==> config.mk <==
export PLATFORM = sky130hd
export DESIGN_NAME = ksa_top_level
export DESIGN_NICKNAME = d
export VERILOG_FILES = /design/src/rtl/ksa_pkg.sv /design/src/rtl/ksa_gp_cell.sv /design/src/rtl/ksa_top_level.sv
export SDC_FILE = /design/constraint.sdc
export NUM_CORES = 1
export LEC_CHECK = 0
export CORE_MARGIN = 2
export CORE_UTILIZATION = 43
export CTS_BUF_LIST = sky130_fd_sc_hd__clkbuf_16
export CTS_CLUSTER_SIZE = 12
export DETAILED_ROUTE_END_ITERATION = 6
export PLACE_DENSITY = 0.79
export SYNTH_ARGS = -nofsm -noshare
export SYNTH_HDL_FRONTEND = slang
export SYNTH_SLANG_ARGS = --single-unit
==> constraint.sdc <==
create_clock -name clk -period 1.09 [get_ports clk]
set_input_delay 0.218 -clock clk [delete_from_list [all_inputs] [get_ports clk]]
set_output_delay 0.218 -clock clk [all_outputs]
set_load 0.01 [all_outputs]
==> src/rtl/ksa_pkg.sv <==
// Shared constants for the Kogge-Stone adder slice.
// Build option: KSA_PIPE_EN splits the prefix network with a pipeline register.
package ksa_pkg;

   localparam int KSA_WIDTH = 32;
   localparam int LEVELS    = $clog2(KSA_WIDTH);

   // Prefix level whose outputs feed the mid-network pipeline register.
   function automatic int split_level(input int width);
      return $clog2(width) / 2;
   endfunction

endpackage

==> src/rtl/ksa_gp_cell.sv <==
// Black cell of the prefix network: merges a high (G,P) span with the adjacent low span.
module ksa_gp_cell (
   input  logic g_hi,
   input  logic p_hi,
   input  logic g_lo,
   input  logic p_lo,
   output logic g,
   output logic p
);

   assign g = g_hi | (p_hi & g_lo);
   assign p = p_hi & p_lo;

endmodule

==> src/rtl/ksa_top_level.sv <==
// Registered WIDTH-bit Kogge-Stone adder computing {cout, sum} = a + b + cin.
// Build option: KSA_PIPE_EN adds a register after prefix level split_level(WIDTH).
module ksa_top_level
   import ksa_pkg::*;
#(
   parameter int WIDTH = KSA_WIDTH
) (
   input  logic             clk,
   input  logic             rst_n,
   input  logic             in_valid,
   input  logic [WIDTH-1:0] a,
   input  logic [WIDTH-1:0] b,
   input  logic             cin,
   output logic [WIDTH-1:0] sum,
   output logic             cout,
   output logic             out_valid
);

   localparam int NLEV  = $clog2(WIDTH);
   localparam int N     = WIDTH + 1;
   localparam int SPLIT = split_level(WIDTH);

   logic [WIDTH-1:0]          g_bit;
   logic [WIDTH-1:0]          p_bit;
   logic [NLEV:0][N-1:0]      g_lv;
   logic [NLEV:0][N-1:0]      p_lv;
   logic [NLEV-1:0][N-1:0]    g_cell;
   logic [NLEV-1:0][N-1:0]    p_cell;
   logic [WIDTH-1:0]          p_post;
   logic                      valid_post;
   logic [WIDTH-1:0]          sum_c;
   logic                      cout_c;

   assign g_bit = a & b;
   assign p_bit = a ^ b;

   // Node 0 is the virtual bit -1 carrying cin as a pure generate.
   assign g_lv[0] = {g_bit, cin};
   assign p_lv[0] = {p_bit, 1'b0};

   for (genvar k = 0; k < NLEV; k++) begin : g_level
      for (genvar j = 0; j < N; j++) begin : g_node
         if (j >= (1 << k)) begin : g_black
            ksa_gp_cell u_cell (
               .g_hi (g_lv[k][j]),
               .p_hi (p_lv[k][j]),
               .g_lo (g_lv[k][j - (1 << k)]),
               .p_lo (p_lv[k][j - (1 << k)]),
               .g    (g_cell[k][j]),
               .p    (p_cell[k][j])
            );
         end else begin : g_pass
            assign g_cell[k][j] = g_lv[k][j];
            assign p_cell[k][j] = p_lv[k][j];
         end
      end
   end

`ifdef KSA_PIPE_EN
   logic [N-1:0]     g_reg;
   logic [N-1:0]     p_reg;
   logic [WIDTH-1:0] pb_reg;
   logic             valid_reg;

   always_ff @(posedge clk or negedge rst_n) begin
      if (!rst_n) begin
         g_reg     <= '0;
         p_reg     <= '0;
         pb_reg    <= '0;
         valid_reg <= 1'b0;
      end else begin
         g_reg     <= g_cell[SPLIT];
         p_reg     <= p_cell[SPLIT];
         pb_reg    <= p_bit;
         valid_reg <= in_valid;
      end
   end

   for (genvar k = 0; k < NLEV; k++) begin : g_link
      if (k == SPLIT) begin : g_cut
         assign g_lv[k+1] = g_reg;
         assign p_lv[k+1] = p_reg;
      end else begin : g_wire
         assign g_lv[k+1] = g_cell[k];
         assign p_lv[k+1] = p_cell[k];
      end
   end

   assign p_post     = pb_reg;
   assign valid_post = valid_reg;
`else
   for (genvar k = 0; k < NLEV; k++) begin : g_link
      assign g_lv[k+1] = g_cell[k];
      assign p_lv[k+1] = p_cell[k];
   end

   assign p_post     = p_bit;
   assign valid_post = in_valid;
`endif

   // Nodes 0..WIDTH-1 already span down to cin; the top node still needs cin folded in.
   assign sum_c  = p_post ^ g_lv[NLEV][WIDTH-1:0];
   assign cout_c = g_lv[NLEV][WIDTH] | (p_lv[NLEV][WIDTH] & g_lv[NLEV][0]);

   always_ff @(posedge clk or negedge rst_n) begin
      if (!rst_n) begin
         sum       <= '0;
         cout      <= 1'b0;
         out_valid <= 1'b0;
      end else begin
         out_valid <= valid_post;
         if (valid_post) begin
            sum  <= sum_c;
            cout <= cout_c;
         end
      end
   end

endmodule

==> impl_metrics.toml, run 1 <==
[timing]
fin_skew_ns = 0
relSlewSlack_pct = 73.3
finalCriticalPeriod_ns = 2.30
setup_slack_ns = -1.21
finalSetupViolCount = 33
hold_viol = 0
slew_viol_final = 0
max_clock_freq_ghz = 0.434
max_slew.worst_pin.slew_ns = 0.400
rsz0062_at_grt = "true"
fin_crit_sh_pct = 211

[floorplanning]
placementRows = 30
core_area_sq_um = 6870
fp.dieArea_sq_um = 7910
pin_count = 102
die_w_microns = 88.9
die-height_microns = 88.9
initial_core_util_pct = 45.2

[place]
io_buffers = 101
pre_cts_slack_ns = -1.67
gp_congestion = 0.940
dp.final_hpwl_mm = 8.30
dp_cells = 620

[setup_path]
cp.arrival_ns = 2.46
end_kind = "flip-flop"
critPathMaxFanout = 3
cp_data_required_time_ns = 1.25
critical_path_class = "primary input to flip-flop"
start_kind = "primary input"

[yosys]
synth_largest_area_cell = "dfrtp_1"
netlist_instances = 344
avgSynthCellArea_sq_um = 9.02
yosysSeqAreaShare_pct = 27.4
synth.distinct_cells = 53
synth_edf_count = 0
async_reset_ff_share_pct = 100
yosysTopAreaCellShare_pct = 27.4
syn-cell-area_sq_um = 3100
ys_top_cells_by_area = "dfrtp_1 27%, ha_1 13%, mux2_2 8.7%"
synth_flop_cell = "dfrtp_1"
synth_common_cells = "39 x a21oi_1, 34 x dfrtp_1, 32 x ha_1"
ys_ff_latch = 34
yosysMostFrequentCell = "a21oi_1"
syn_nets = 445
synth_warnings = 0

[detailed_routing]
vias = 4693
drtAntennaViolNets = 0
post_drt_wl_per_cell_microns = 28.0
drt_wl_total_mm = 19.3
drt_pass1_iterations = 6
via_per_inst = 6.80
drt_iter0_markers = 515
drc = 0

[global_route]
grt_pass1_wl_mm = 22.7
grt_max_degree = 35
grt-ovfl-total = 0
grt_pass1_vias = 4417
antenna_found_initial = 1
grt_usage_pct = 37.8

[clock_network]
cts_tree = "yes"
clkSlewWorstSetupHoldPaths_ns = 0.06
clk_latency_ns = 0.28
numClockSinks = 34
numCtsBuffers = 5
htree_levels = 2
cts_root_buffer = "clkbuf_16"
cts.path.max_buffers = 2

[pwr]
ir_drop_v = 0.00144
p_per_area_nw_per_um2 = 1240
p_total_mw = 7.79
p_leak_nw = 2.82

[cells_and_area]
drive_gt1_share_pct = 64.0
final_cells = 690
finalNetCount = 694
num_antenna_cells = 0
syn_to_final_growth_pct = 102

[outcome]
violations = "negative setup slack"
status = "finished, violations left"

[worst_hold_path]
hold_class = "primary input to flip-flop"

[job]
maxCapViolCount = 0
-- timing repair --
item	4_1_cts	5_1_grt
resized for setup	433	65
setup endpoints to repair	67	37
hold buffers	1	0
buffers inserted	44	20
hold endpoints to repair	34	0
pin swaps	90	68
-- power breakdown --
group	leakage, nW	internal [mW]	switching [mW]
sequential	0.397	1.57	0.218
combinational	2.34	2.17	2.13
clock	0.0836	1.07	0.639
-- path summary, 6_finish.rpt --
| check | endpoint | depth (start not counted) | slack [ns] | start |
|---|---|---|---|---|
| worst max-delay path | sum[14] | 11 | -1.21 | a[0] |
| worst min-delay path | out_valid | 2 | 0.26 | in_valid |
| worst max register to register | sum[14] | 2 | -0.18 | sum[14] |
| worst min register to register | sum[29] | 1 | 0.51 | sum[29] |
| max in group asynchronous | sum[27] | 3 | 0.46 | rst_n |
| min in group asynchronous | sum[11] | 3 | 0.42 | rst_n |
-- sequential cells by signal (all words and copies together), names as in the netlist --
signal,count
sum,32
out_valid,1
cout,1
-- layout make-up --
class | count | area (sq um)
well taps | 96 | 120
clock buffers | 5 | 125
multi-input cells | 285 | 3060
inverters | 9 | 33.8
repair buffers | 258 | 2030
flip-flops and latches | 34 | 851
fillers | 273 | 612
clock inverters | 3 | 40.0
-- kinds of logic after synthesis --
group,Yosys count,synth area share (%)
AO/OA/AOI/OAI,124,27.6
AND/OR/NAND/NOR,77,11.8
flip-flops,34,27.4
adder cells (fa/ha/maj),33,13.6
XOR/XNOR,26,7.34
buffers and inverters,25,3.27
multiplexers,25,9.04
-- layout by cell type (no fill, tap or decap), types with 4 or more instances in the layout --
cell             Yosys  layout
o211ai_1             9       9
ha_4                 0      28
a21o_1              15      15
mux2_4               0      19
xor2_1              12      10
buf_12               0       5
o21a_1               7       6
dfrtp_1             34      34
ha_1                32       4
nand2_2              0       7
nand2_1             28      19
buf_2                6      57
nand4_1             14      14
clkbuf_16            0       5
xnor2_1             14      12
clkbuf_2             0       9
a21oi_4              0       6
o21ai_1              1       6
a21oi_2              1      15
buf_6                0      36
nor2_1              20      16
buf_4                0     129
mux2_2              24       5
clkdlybuf4s50_1      0       9
o21ai_2              1       5
a21oi_1             39      19
dlygate4sd2_1        0       7
inv_1                8       8
-- stage by stage --
| step | setup TNS [ns] | area, sq um | utilization, % | hold WS, ns |
|---|---|---|---|---|
| 4_1_cts | -22.23 | 5970 | 87.0 | 0.267 |
| 3_3_place_gp | -42.82 | 5100 | 74.3 | 0.193 |
| 5_1_grt | -29.18 | 6260 | 91.1 | 0.266 |
| 2_1_floorplan | -19.10 | 3330 | - | -0.0776 |
| 6_report | -27.41 | 6260 | 91.1 | 0.263 |
| 3_5_place_dp | -45.17 | 5100 | 74.3 | 0.196 |
-- worst max-delay path: stages --
cell      delay, ns
buf_8          0.10
ha_4           0.24
a21o_1         0.13
nand4_1        0.23
a211oi_4       0.39
buf_6          0.19
buf_6          0.11
o21bai_4       0.07
o31ai_2        0.27
nor3_1         0.12
or3_1          0.36
-- routing by layer --
layer	vias to the layer above	part of all wire (%)	track usage, %
li1	1788	-	-
met1	2201	35	45.5
met2	510	45	64.9
met3	194	11	6.56
met4	0	9.0	19.3
met5	-	0	0
Note: power is estimated with default switching activity, not from simulation.
==> inputs of run 2 (changes only) <==
- CTS_CLUSTER_DIAMETER: unset -> 80
==> results of run 2 <==
No change in the layout: final DEF, timing and power equal those of run 1.
